==> src/rtl/sv32_ptw.sv <==
// Sv32 hardware page table walker: one TLB miss at a time, up to two PTE reads, single outstanding read.
// Optional one-entry level-1 PTE cache enabled by defining SV32_PTW_L1_PTE_CACHE_EN.
module sv32_ptw #(
    parameter int VPN_WIDTH  = 20,
    parameter int PPN_WIDTH  = 22,
    parameter int PA_WIDTH   = 34,
    parameter int ASID_WIDTH = 9
) (
    input  logic                  CLK,
    input  logic                  RST,
    input  logic                  req_valid,
    output logic                  req_ready,
    input  logic [VPN_WIDTH-1:0]  req_VPN,
    input  logic [ASID_WIDTH-1:0] req_ASID,
    input  logic [PPN_WIDTH-1:0]  req_satp_PPN,
    output logic                  mem_req_valid,
    input  logic                  mem_req_ready,
    output logic [PA_WIDTH-1:0]   mem_req_PA,
    input  logic                  mem_resp_valid,
    input  logic [31:0]           mem_resp_pte,
    output logic                  resp_valid,
    input  logic                  resp_ready,
    output logic [VPN_WIDTH-1:0]  resp_VPN,
    output logic [ASID_WIDTH-1:0] resp_ASID,
    output logic [31:0]           resp_pte,
    output logic                  resp_superpage,
    output logic                  resp_page_fault,
    input  logic                  flush
);
    typedef enum logic [2:0] {IDLE, L1_REQ, L1_WAIT, L0_REQ, L0_WAIT, RESP, DRAIN} state_t;

    state_t                  state_q, state_d;
    logic [VPN_WIDTH-1:0]    vpn_q, vpn_d;
    logic [ASID_WIDTH-1:0]   asid_q, asid_d;
    logic [PPN_WIDTH-1:0]    satp_q, satp_d;
    logic [PPN_WIDTH-1:0]    ppn_q, ppn_d;
    logic [31:0]             pte_q, pte_d;
    logic                    super_q, super_d;
    logic                    fault_q, fault_d;

    // PTE field decode: V=0, R=1, W=2, X=3, A=6
    logic pte_leaf, pte_fault_common;
    assign pte_leaf         = mem_resp_pte[1] | mem_resp_pte[3];
    assign pte_fault_common = ~mem_resp_pte[0] | (~mem_resp_pte[1] & mem_resp_pte[2]) |
                              (pte_leaf & ~mem_resp_pte[6]);

`ifdef SV32_PTW_L1_PTE_CACHE_EN
    logic                      cache_vld_q, cache_vld_d;
    logic [PPN_WIDTH+9:0]      cache_tag_q, cache_tag_d;
    logic [PPN_WIDTH-1:0]      cache_ppn_q, cache_ppn_d;
    logic                      cache_hit;
    assign cache_hit = cache_vld_q && (cache_tag_q == {req_satp_PPN, req_VPN[19:10]});
`endif

    always_ff @(posedge CLK) begin
        if (RST) begin
            state_q <= IDLE;
            vpn_q   <= '0;
            asid_q  <= '0;
            satp_q  <= '0;
            ppn_q   <= '0;
            pte_q   <= '0;
            super_q <= 1'b0;
            fault_q <= 1'b0;
`ifdef SV32_PTW_L1_PTE_CACHE_EN
            cache_vld_q <= 1'b0;
            cache_tag_q <= '0;
            cache_ppn_q <= '0;
`endif
        end else begin
            state_q <= state_d;
            vpn_q   <= vpn_d;
            asid_q  <= asid_d;
            satp_q  <= satp_d;
            ppn_q   <= ppn_d;
            pte_q   <= pte_d;
            super_q <= super_d;
            fault_q <= fault_d;
`ifdef SV32_PTW_L1_PTE_CACHE_EN
            cache_vld_q <= cache_vld_d;
            cache_tag_q <= cache_tag_d;
            cache_ppn_q <= cache_ppn_d;
`endif
        end
    end

    always_comb begin
        state_d = state_q;
        vpn_d   = vpn_q;
        asid_d  = asid_q;
        satp_d  = satp_q;
        ppn_d   = ppn_q;
        pte_d   = pte_q;
        super_d = super_q;
        fault_d = fault_q;
`ifdef SV32_PTW_L1_PTE_CACHE_EN
        cache_vld_d = flush ? 1'b0 : cache_vld_q;
        cache_tag_d = cache_tag_q;
        cache_ppn_d = cache_ppn_q;
`endif
        unique case (state_q)
            IDLE: if (!flush && req_valid) begin
                vpn_d   = req_VPN;
                asid_d  = req_ASID;
                satp_d  = req_satp_PPN;
                state_d = L1_REQ;
`ifdef SV32_PTW_L1_PTE_CACHE_EN
                if (cache_hit) begin
                    ppn_d   = cache_ppn_q;
                    state_d = L0_REQ;
                end
`endif
            end
            L1_REQ: begin
                if (flush)              state_d = IDLE;
                else if (mem_req_ready) state_d = L1_WAIT;
            end
            L1_WAIT: begin
                // a response coinciding with flush is already consumed, so no drain needed
                if (flush)                state_d = mem_resp_valid ? IDLE : DRAIN;
                else if (mem_resp_valid) begin
                    if (pte_fault_common || (pte_leaf && mem_resp_pte[19:10] != 10'd0)) begin
                        pte_d = '0; super_d = 1'b0; fault_d = 1'b1; state_d = RESP;
                    end else if (pte_leaf) begin
                        pte_d = mem_resp_pte; super_d = 1'b1; fault_d = 1'b0; state_d = RESP;
                    end else begin
                        ppn_d   = mem_resp_pte[31:10];
                        state_d = L0_REQ;
`ifdef SV32_PTW_L1_PTE_CACHE_EN
                        cache_vld_d = 1'b1;
                        cache_tag_d = {satp_q, vpn_q[19:10]};
                        cache_ppn_d = mem_resp_pte[31:10];
`endif
                    end
                end
            end
            L0_REQ: begin
                if (flush)              state_d = IDLE;
                else if (mem_req_ready) state_d = L0_WAIT;
            end
            L0_WAIT: begin
                if (flush)                state_d = mem_resp_valid ? IDLE : DRAIN;
                else if (mem_resp_valid) begin
                    state_d = RESP;
                    super_d = 1'b0;
                    if (pte_fault_common || !pte_leaf) begin
                        pte_d = '0; fault_d = 1'b1;
                    end else begin
                        pte_d = mem_resp_pte; fault_d = 1'b0;
                    end
                end
            end
            RESP:  if (flush || resp_ready) state_d = IDLE;
            DRAIN: if (mem_resp_valid)      state_d = IDLE;
            default: state_d = IDLE;
        endcase
    end

    always_comb begin
        mem_req_PA = '0;
        if (state_q == L1_REQ)      mem_req_PA = {satp_q, vpn_q[19:10], 2'b00};
        else if (state_q == L0_REQ) mem_req_PA = {ppn_q, vpn_q[9:0], 2'b00};
    end

    assign req_ready       = (state_q == IDLE);
    assign mem_req_valid   = (state_q == L1_REQ) || (state_q == L0_REQ);
    assign resp_valid      = (state_q == RESP);
    assign resp_VPN        = vpn_q;
    assign resp_ASID       = asid_q;
    assign resp_pte        = pte_q;
    assign resp_superpage  = super_q;
    assign resp_page_fault = fault_q;
endmodule

==> config.mk <==
export PLATFORM = sky130hd
export DESIGN_NAME = sv32_ptw
export DESIGN_NICKNAME = d
export VERILOG_FILES = /design/src/rtl/sv32_ptw.sv
export SDC_FILE = /design/constraint.sdc
export NUM_CORES = 1
export LEC_CHECK = 0
export ABC_CLOCK_PERIOD_IN_PS = 2200
export BUFFER_PORTS_ARGS = -buffer_cell sky130_fd_sc_hd__buf_4
export CAP_MARGIN = 20
export CORE_UTILIZATION = 48
export DETAILED_ROUTE_END_ITERATION = 8
export PLACE_DENSITY_LB_ADDON = 0.05
export SKIP_CTS_REPAIR_TIMING = 1
export SLEW_MARGIN = 40
export SYNTH_ARGS = -nofsm -noshare
export SYNTH_HDL_FRONTEND = slang
export SYNTH_SLANG_ARGS = --single-unit
==> constraint.sdc <==
create_clock -name CLK -period 2.2 [get_ports CLK]
set_input_delay 0.66 -clock CLK [delete_from_list [all_inputs] [get_ports CLK]]
set_output_delay 0.66 -clock CLK [all_outputs]
set_load 0.03 [all_outputs]
Word-level counts from Yosys, hierarchy flattened
Cells that the tools add are included.
{"block": "classes", "add_sub_neg": 0, "n_mul": 0, "div": 0, "order_cmp": 0, "n_eq_ne": 18, "n_shift": 0, "n_mux": 40, "n_bitwise": 11, "reduce_logical": 15}
{"cell": "$mux 32", "n": 7}
{"cell": "$mux 34", "n": 2}
{"cell": "$pmux 32 s2", "n": 1}
{"cell": "$mux 3", "n": 14}
{"cell": "$pmux 3 s7", "n": 1}
{"cell": "$ne 3x3->1 const B", "n": 5}
{"cell": "$mux 1", "n": 13}
{"cell": "$ne 2x2->1 const B", "n": 5}
{"cell": "$reduce_bool 10->1", "n": 1}
{"cell": "$eq 3x3->1 const B", "n": 3}
{"cell": "$reduce_and 7->1", "n": 1}
{"cell": "$eq 3x2->1 const B", "n": 2}
{"cell": "$not 1->1", "n": 6}
{"cell": "$reduce_and 6->1", "n": 1}
{"cell": "$reduce_and 5->1", "n": 1}
{"cell": "$logic_or 1x1->1", "n": 4}
{"cell": "$ne 2x1->1 const B", "n": 2}
{"cell": "$pmux 1 s2", "n": 2}
{"cell": "$eq 3x1->1 const B", "n": 1}
{"cell": "$logic_not 3->1", "n": 1}
{"cell": "$or 1x1->1", "n": 3}
{"cell": "$and 1x1->1", "n": 2}
{"cell": "$logic_and 1x1->1", "n": 2}
{"cell": "$logic_not 1->1", "n": 2}
{"cell": "other kinds (2)", "n": 2}
{"block": "totals", "ff_bits": 110, "latch_bits": 0, "mem_bits_rw": 0, "rom_bits": 0, "output_inout_bits": 100, "wordCells": 92, "n_memories": 0}

Logic depth before layout (Yosys ltp)
Gate-level depths: netlist of the first run.
{"block": "depth", "depth_word": 9, "depth_mapped": 8}

Worst setup path after synthesis of the first run
OpenSTA, ideal clock, no wires.
{"block": "synth_timing", "path_type": "register -> output", "start": "register state_q[1]", "end": "output port mem_req_PA[10]", "arrival_ps": 1595, "required_ps": 1540, "slack_ps": -55, "stages_incl_launch_ff": 6, "cell_sequence": "dfxtp_1 buf_2 buf_1 buf_2 mux2i_1 nor2_1"}
{"block": "synth_between", "elab_chain_cells": 3, "word_cells_on_any_way": 4, "cone_classes": "2 x eq/ne; 2 x mux"}
{"item": "from (decl)", "line": "32", "rtl": "state_t state_q, state_d;"}
{"item": "from (signal assigned)", "line": "71", "rtl": "state_q <= state_d;"}
{"item": "$eq 3x2->1", "line": "162", "rtl": "else if (state_q == L0_REQ) mem_req_PA = {ppn_q, vpn_q[9:0], 2'b00};"}
{"item": "$mux 34", "line": "162"}
{"item": "$mux 34 *", "line": "161", "rtl": "if (state_q == L1_REQ) mem_req_PA = {satp_q, vpn_q[19:10], 2'b00};"}
{"item": "to (decl)", "line": "18", "rtl": "output logic [PA_WIDTH-1:0] mem_req_PA,"}
Mark *: on every way between the ends. The rest lies on a longest branch, timed or not.

Final worst setup path of the first run
{"block": "layout_timing", "start": "register state_q[1]", "end": "output port mem_req_PA[22]"}
Same word-level chain as after synthesis.

==> impl_metrics.toml, run 1 <==
[timing]
finClkSkew_ns = 0.0189
rsz0062_at_grt = "yes"
whs_ns = 0.461
post-route-period-util_pct = 97.5
min_period_ns = 2.15
max_freq_mhz = 466
tightestPinTransition_ns = 0.538
maxSlewHeadroom_pct = 64.1
report.final.slew_viol_count = 0
hold_viol = 0
setup_viol = 0
finalWorstSetupSlack_ns = 0.0544

[critical_path]
crit_type = "register to output port"
slowest_stage = "dfxtp_4"
crit_path_start_kind = "register"
path_cells = "buf_16 -> mux2i_1 -> nor2_2 -> buf_4"
crit_required_ns = 1.54
worst-path-max-fanout = 17
arrival_ns = 1.49
crit_family = "flip-flops"
slowest_delay_ns = 0.43
end_kind = "output port"
path_buf_inv = 2

[global_route]
grt_pass1_wl_um = 19900
track_usage_pct = 24.6
grt_overflow = 0
antenna_found_initial = 0
grt_pass1_vias = 4116
grt_max_degree = 52

[floorplanning]
start_util_pct = 50.3
dieArea_mm2 = 0.0103
fp.coreArea_mm2 = 0.00942
die_y_um = 101
ios = 190
fp.dieW_um = 101
rows = 35

[finish]
final_common_cell = "buf_4"
mostFrequentLayoutCells = "202 x buf_4, 172 x nand2_1, 107 x dfxtp_1"
diodes = 0
nets = 859
syn2layout_area_growth_pct = 40.9
drive_above_1_share_pct = 35.9

[route]
wire_per_inst_um = 14.7
final_antenna_net_count = 0
vias_per_cell = 5.11
via_count = 4615
wl_um = 13300
drt_first_pass_iters = 4
post-route-drc-count = 0
detail_route.iter0.violations = 131

[synth]
yosys.area_share.simple_pct = 22.1
syn_area_mm2 = 0.00474
synth_top_area_share_pct = 46.5
ys.warnings.count = 0
ys_top_cells_by_area = "dfxtp_1 46%, nand2_1 14%, a21oi_1 9.6%, mux2i_1 7.0%, nor2_1 4.0%"
synthesis.instances = 593
synth_top_family_by_area = "simple AND/OR/NAND/NOR gates"
synthAdderAreaFrac_pct = 0
ys_seq_area_share_pct = 46.5
synth_ff_type = "dfxtp_1"
synth.largest_area_cell = "dfxtp_1"
synth_mux_area_share_pct = 7.21
async_reset_ff_share_pct = 0
synth_edf_count = 0
synth-seq-cells = 110
synthXorXnorAreaFrac_pct = 0.185
synth_cell_type_count = 45
avgSynthCellArea_um2 = 7.99
synth_compound_area_share_pct = 18.5

[clocking]
clock_path_buffers = 2
cts_made_buffers = 9
cts_tree = "done"
htree_levels = 3
clock_latency_ns = 0.37
clk_pin_slew_ns = 0.10
cts_root_buf = "clkbuf_8"
cts_num_sinks = 110

[pwr]
vdd_drop_max_mv = 0.650
internal_power_w = 0.00327
p_comb_share_pct = 33.3
sw_frac_of_total_pct = 36.0
p_sw_w = 0.00183
power_density_mw_per_mm2 = 764
pwr-share-clk_pct = 22.9
p_leak_nw = 2.64
seqPwrFrac_pct = 43.8

[outcome]
status = "finished clean"

[run]
maxCapViolations = 0

[hold_path]
hold_path.class = "register to register"

[place]
routabilityCongestion = 0.814
dp_slack_ns = -0.0589
io_buffer_count = 187
place_hpwl_um = 9120
==> metal layers <==
metal  vias to the layer above  wire, µm  global-route usage (%)
met5                         -         0                       0
met4                         0       197                    6.13
met3                        16       711                    5.80
met2                       123      6750                    42.9
met1                      2160      5610                    30.6
li1                       2316         -                       -
==> worst paths after layout <==
| kind | cells after the start | slack, ns | startpoint | to |
|---|---|---|---|---|
| min | 2 | 0.46 | satp_q[8]$_SDFFE_PP0P_ | satp_q[8]$_SDFFE_PP0P_ |
| min reg2reg | 2 | 0.46 | satp_q[8]$_SDFFE_PP0P_ | satp_q[8]$_SDFFE_PP0P_ |
| max reg2reg | 7 | 0.17 | state_q[1]$_SDFFE_PP0P_ | state_q[0]$_SDFFE_PP0P_ |
| max | 4 | 0.05 | state_q[1]$_SDFFE_PP0P_ | mem_req_PA[22] |
==> synth_stat cells, types with 2 or more instances <==
cell / count
o21ai_1: 14
buf_4: 5
buf_2: 12
buf_1: 2
nor4_4: 2
nor3_1: 2
a31oi_1: 2
a22oi_1: 10
a21oi_1: 91
nand2_1: 172
nor4_1: 2
nor2_1: 50
clkbuf_1: 28
inv_1: 5
a21oi_2: 10
dfxtp_1: 110
o21ai_2: 8
buf_6: 2
mux2i_1: 33
nand2b_1: 5
o21ai_0: 2
nand3_1: 3
==> cells by family (layout without fill, tap and decap cells) <==
| family | Yosys count | after routing |
|---|---|---|
| AO/OA/AOI/OAI | 144 | 144 |
| AND/OR/NAND/NOR | 248 | 248 |
| XOR/XNOR | 1 | 1 |
| other | 1 | 2 |
| flip-flops | 110 | 110 |
| buffers and inverters | 55 | 235 |
| multiplexers | 34 | 34 |
==> registers in the layout, indices dropped and copies added (netlist names) <==
| signal | flops |
|---|---|
| ppn_q | 22 |
| state_q | 3 |
| resp_pte | 32 |
| resp_page_fault | 1 |
| resp_VPN | 20 |
| resp_ASID | 9 |
| satp_q | 22 |
| resp_superpage | 1 |
==> per-stage QoR <==
stage / utilization (%) / power [W] / setup TNS (ns) / cell area [µm²] / cells
global placement: 67.5 / 0.00378 / -0.0676 / 6360 / 880
global route: 70.9 / 0.00537 / -0.0635 / 6670 / 903
floorplan: - / 0.00324 / -1.13 / 4760 / 594
CTS: 69.6 / 0.00498 / -3.63 / 6550 / 896
finish: 70.9 / 0.00510 / 0 / 6670 / 903
detailed placement: 67.5 / 0.00381 / -0.901 / 6360 / 880
==> power groups by stage <==
stage                     combinational [W]  clock, W  sequential, W
after floorplan                    0.000895         0        0.00234
after global placement              0.00151         0        0.00227
after detailed placement            0.00153         0        0.00227
after CTS                           0.00154   0.00121        0.00223
after global routing                0.00182   0.00130        0.00225
final                               0.00170   0.00117        0.00223
==> worst register-to-register path, stage by stage, from the launching register on <==
cell and delay, ns:
dfxtp_4 0.40, clkbuf_2 0.15, buf_4 0.14, or2_1 0.23, a22o_1 0.23, a32oi_1 0.35, mux2_2 0.38, nor2_1 0.07
==> area by class of cell <==
cell class	instances	area (µm²)
Inverter	5	18.8
Tap cell	129	161
Clock buffer	10	128
Clock inverter	6	61.3
Timing Repair Buffer	214	1760
Sequential cell	110	2210
Multi-Input combinational cell	429	2330
Fill cell	786	2740
Power figures use the tool's default switching activity.
==> run 2, diff against run 1 <==
--- a/config.mk
+++ b/config.mk
@@ -10,7 +10,7 @@
 export CAP_MARGIN = 20
 export CORE_UTILIZATION = 48
 export DETAILED_ROUTE_END_ITERATION = 8
-export PLACE_DENSITY_LB_ADDON = 0.05
+export PLACE_DENSITY = 0.79
 export SKIP_CTS_REPAIR_TIMING = 1
 export SLEW_MARGIN = 40
 export SYNTH_ARGS = -nofsm -noshare
==> impl_metrics.toml, run 2 (synthesis gave the netlist of run 1 again) <==
[floorplanning]
rows = 35
die_y_um = 101
ios = 190
start_util_pct = 50.3
fp.dieW_um = 101
fp.coreArea_mm2 = 0.00942
dieArea_mm2 = 0.0103

[finish]
mostFrequentLayoutCells = "201 x buf_4, 172 x nand2_1, 108 x dfxtp_1"
syn2layout_area_growth_pct = 39.3
nets = 857
largest_reg_flops = 32
final_common_cell = "buf_4"
nFillCells = 789
diodes = 0
drive_above_1_share_pct = 35.3

[outcome]
status = "finished clean"

[critical_path]
worst-path-max-fanout = 11
arrival_ns = 1.50
reg2reg_depth = 7
crit_type = "register to output port"
end_kind = "output port"
crit_required_ns = 1.54
crit_path_start_kind = "register"

[pwr]
power_w = 0.00495
power_density_mw_per_mm2 = 751
vdd_drop_max_mv = 0.477
p_leak_nw = 2.61

[timing]
max_freq_mhz = 462
tightestPinTransition_ns = 0.656
setup_viol = 0
post-route-period-util_pct = 98.3
whs_ns = 0.459
min_period_ns = 2.16
report.final.slew_viol_count = 0
hold_viol = 0
finClkSkew_ns = 0.00963
maxSlewHeadroom_pct = 56.3
rsz0062_at_grt = "yes"

[clocking]
cts_root_buf = "clkbuf_8"
cts_tree = "done"
cts_made_buffers = 9
clock_path_buffers = 2
clk_pin_slew_ns = 0.10
clock_latency_ns = 0.37
cts_num_sinks = 110
htree_levels = 3

[hold_path]
worstHoldPathCells = 2
hold_path.class = "register to register"

[global_route]
grt_overflow = 0
grt_max_degree = 59
grt_pass1_wl_um = 20400
track_usage_pct = 25.2
grt_pass1_vias = 4351
antenna_found_initial = 0

[route]
wl_um = 13300
detail_route.iter0.violations = 197
final_antenna_net_count = 0
post-route-drc-count = 0
wire_per_inst_um = 14.7
drt_first_pass_iters = 5
via_count = 4668
vias_per_cell = 5.19

[run]
maxCapViolations = 0

[place]
io_buffer_count = 187
place_hpwl_um = 9640
routabilityCongestion = 0.838
-- run 2: changes by cell type in the layout (fill, tap and decap cells not counted), sizes merged --
cell	previous run	this run
buf	211	212
inv	9	7
clkinv	1	3
clkbuf	13	9
-- run 2: stage by stage --
stage / TNS, ns / std cells / setup slack (ns) / util [%] / cell area [µm²]
floorplan: -1.13 / 594 / -0.0549 / - / 4760
global placement: -0.552 / 883 / -0.0527 / 67.8 / 6380
detailed placement: -2.21 / 883 / -0.122 / 67.8 / 6380
CTS: -1.79 / 898 / -0.0993 / 69.6 / 6550
global route: -0.0696 / 900 / -0.0159 / 70.0 / 6600
finish: 0 / 900 / 0.0375 / 70.0 / 6600
-- run 2: critical path: stages (launching register included) --
cell and delay, ns:
dfxtp_4 0.44, buf_4 0.23, mux2i_1 0.26, nor2_2 0.04, buf_4 0.16
-- run 2: final timing paths --
path                           startpoint                         to  slack (ns)
setup / recovery  state_q[1]$_SDFFE_PP0P_             mem_req_PA[14]        0.04
hold reg to reg    satp_q[1]$_SDFFE_PP0P_     satp_q[1]$_SDFFE_PP0P_        0.46
setup reg to reg  state_q[1]$_SDFFE_PP0P_  resp_pte[29]$_SDFFE_PP0P_        0.38
hold / removal     satp_q[1]$_SDFFE_PP0P_     satp_q[1]$_SDFFE_PP0P_        0.46
-- run 2: final cells by class --
cell class	instances	area, µm²	share of cell area, %
Multi-Input combinational cell	429	2320	35.2
Tap cell	129	161	2.45
Clock buffer	9	124	1.88
Timing Repair Buffer	212	1720	26.0
Sequential cell	110	2210	33.5
Clock inverter	6	46.3	0.702
Inverter	5	18.8	0.285
-- run 2: power breakdown --
part | internal (W) | total, W | switching (W)
sequential | 0.00212 | 0.00221 | 0.0000951
combinational | 0.000658 | 0.00163 | 0.000976
clock | 0.000416 | 0.00110 | 0.000688
-- run 2: per-layer routing --
layer	wire, µm	share of wire, %	GRT usage [%]
met1	5460	41	30.9
met3	771	5.8	5.73
met2	6770	51	43.4
met4	252	1.9	9.03
met5	0	0	0
==> run 3, diff against run 2 <==
--- a/config.mk
+++ b/config.mk
@@ -10,9 +10,9 @@
 export CAP_MARGIN = 20
 export CORE_UTILIZATION = 48
 export DETAILED_ROUTE_END_ITERATION = 8
+export MAX_ROUTING_LAYER = met4
 export PLACE_DENSITY = 0.79
 export SKIP_CTS_REPAIR_TIMING = 1
-export SLEW_MARGIN = 40
 export SYNTH_ARGS = -nofsm -noshare
 export SYNTH_HDL_FRONTEND = slang
 export SYNTH_SLANG_ARGS = --single-unit
==> impl_metrics.toml, run 3 (synthesis gave the netlist of run 1 again) <==
[outcome]
status = "finished clean"

[global_route]
busiest_layer = "met2"
grt_pass1_vias = 4336
track_usage_pct = 26.0
met1_usage_pct = 31.0
grt_pass1_wl_um = 20400
grt_use_met3_pct = 5.73
grt_max_degree = 59
grt_overflow = 0
grtUsageMet2_pct = 43.4
antenna_found_initial = 0

[finish]
diodes = 0
drive_above_1_share_pct = 35.1
final_common_cell = "buf_4"
nets = 857
largest_reg_flops = 32
mostFrequentLayoutCells = "201 x buf_4, 172 x nand2_1, 108 x dfxtp_1"
multi_input_area_mm2 = 0.00232
design_area_mm2 = 0.00659
nFillCells = 791
ff_latch_area_mm2 = 0.00221
syn2layout_area_growth_pct = 39.2

[place]
placed_cell_area_mm2 = 0.00638
place_hpwl_um = 9640
routabilityCongestion = 0.851
io_buffer_count = 187

[critical_path]
slowest_stage = "dfxtp_4"
crit_type = "register to output port"
cpMostUsedCell = "buf_4"
crit_path_start_kind = "register"
end_kind = "output port"
worst-path-max-fanout = 11
path_cells = "buf_4 -> mux2i_1 -> nor2_2 -> buf_4"
slowest_delay_ns = 0.44
arrival_ns = 1.50
crit_required_ns = 1.54

[clocking]
cts_num_sinks = 110
cts_tree = "done"
cts_made_buffers = 9
clock_path_buffers = 2
clock_latency_ns = 0.37
htree_levels = 3
clk_pin_slew_ns = 0.10
cts_root_buf = "clkbuf_8"

[hold_path]
hold_path.class = "register to register"

[timing]
maxSlewHeadroom_pct = 56.2
whs_ns = 0.460
min_period_ns = 2.16
post-route-period-util_pct = 98.0
setup_viol = 0
rsz0062_at_grt = "yes"
hold_viol = 0
tightestPinTransition_ns = 0.657
report.final.slew_viol_count = 0
finClkSkew_ns = 0.00979
max_freq_mhz = 464

[run]
maxCapViolations = 0

[route]
wl_um = 13200
via_count = 4676
detail_route.iter0.violations = 226
vias_per_cell = 5.20
wire_per_inst_um = 14.7
post-route-drc-count = 0
drt_first_pass_iters = 4
final_antenna_net_count = 0

[pwr]
p_leak_nw = 2.61
vdd_drop_max_mv = 0.478
power_density_mw_per_mm2 = 750

[floorplanning]
fp.dieW_um = 101
start_util_pct = 50.3
rows = 35
ios = 190
fp.coreArea_mm2 = 0.00942
dieArea_mm2 = 0.0103
die_y_um = 101
-- run 3: cell counts in the layout (fill, tap and decap cells not counted) --
Identical to the previous run, type by type.
-- run 3: path summary, 6_finish.rpt --
kind | from | endpoint | slack, ns | depth (start not counted)
hold reg to reg | satp_q[1]$_SDFFE_PP0P_ | satp_q[1]$_SDFFE_PP0P_ | 0.46 | 2
hold / removal | satp_q[1]$_SDFFE_PP0P_ | satp_q[1]$_SDFFE_PP0P_ | 0.46 | 2
setup / recovery | state_q[1]$_SDFFE_PP0P_ | mem_req_PA[14] | 0.04 | 4
setup reg to reg | state_q[1]$_SDFFE_PP0P_ | resp_pte[29]$_SDFFE_PP0P_ | 0.38 | 7
-- run 3: area by class of cell --
class | count | area share [%]
inverter | 5 | 0.285
clock inverter | 6 | 0.702
sequential | 110 | 33.5
multi-input combinational | 429 | 35.1
tap | 129 | 2.45
clock buffer | 9 | 1.88
timing repair buffer | 212 | 26.0
-- run 3: worst max-delay path: cells and delay by family (launching register included) --
kind | cells | cell delay [ns]
flip-flops | 1 | 0.44
buffers and inverters | 2 | 0.39
multiplexers | 1 | 0.25
AND/OR/NAND/NOR | 1 | 0.04
-- run 3: per-layer routing --
| layer | part of all wire (%) | vias to the layer above |
|---|---|---|
| met4 | 1.8 | 0 |
| met5 | 0 | - |
| li1 | - | 2317 |
| met3 | 5.8 | 19 |
| met1 | 41 | 2177 |
| met2 | 51 | 163 |
-- run 3: power breakdown --
group          internal (W)  switching [W]
clock network      0.000416       0.000688
logic              0.000657       0.000974
registers           0.00212      0.0000943
-- run 3: stage by stage --
stage | setup TNS [ns] | util [%] | cells | power [W] | setup slack (ns)
global placement | -0.552 | 67.8 | 883 | 0.00381 | -0.0527
finish | 0 | 70.0 | 900 | 0.00495 | 0.0440
floorplan | -1.13 | - | 594 | 0.00324 | -0.0549
detailed placement | -2.21 | 67.8 | 883 | 0.00385 | -0.122
global route | -0.0581 | 70.0 | 900 | 0.00519 | -0.0142
CTS | -1.79 | 69.6 | 898 | 0.00494 | -0.0993
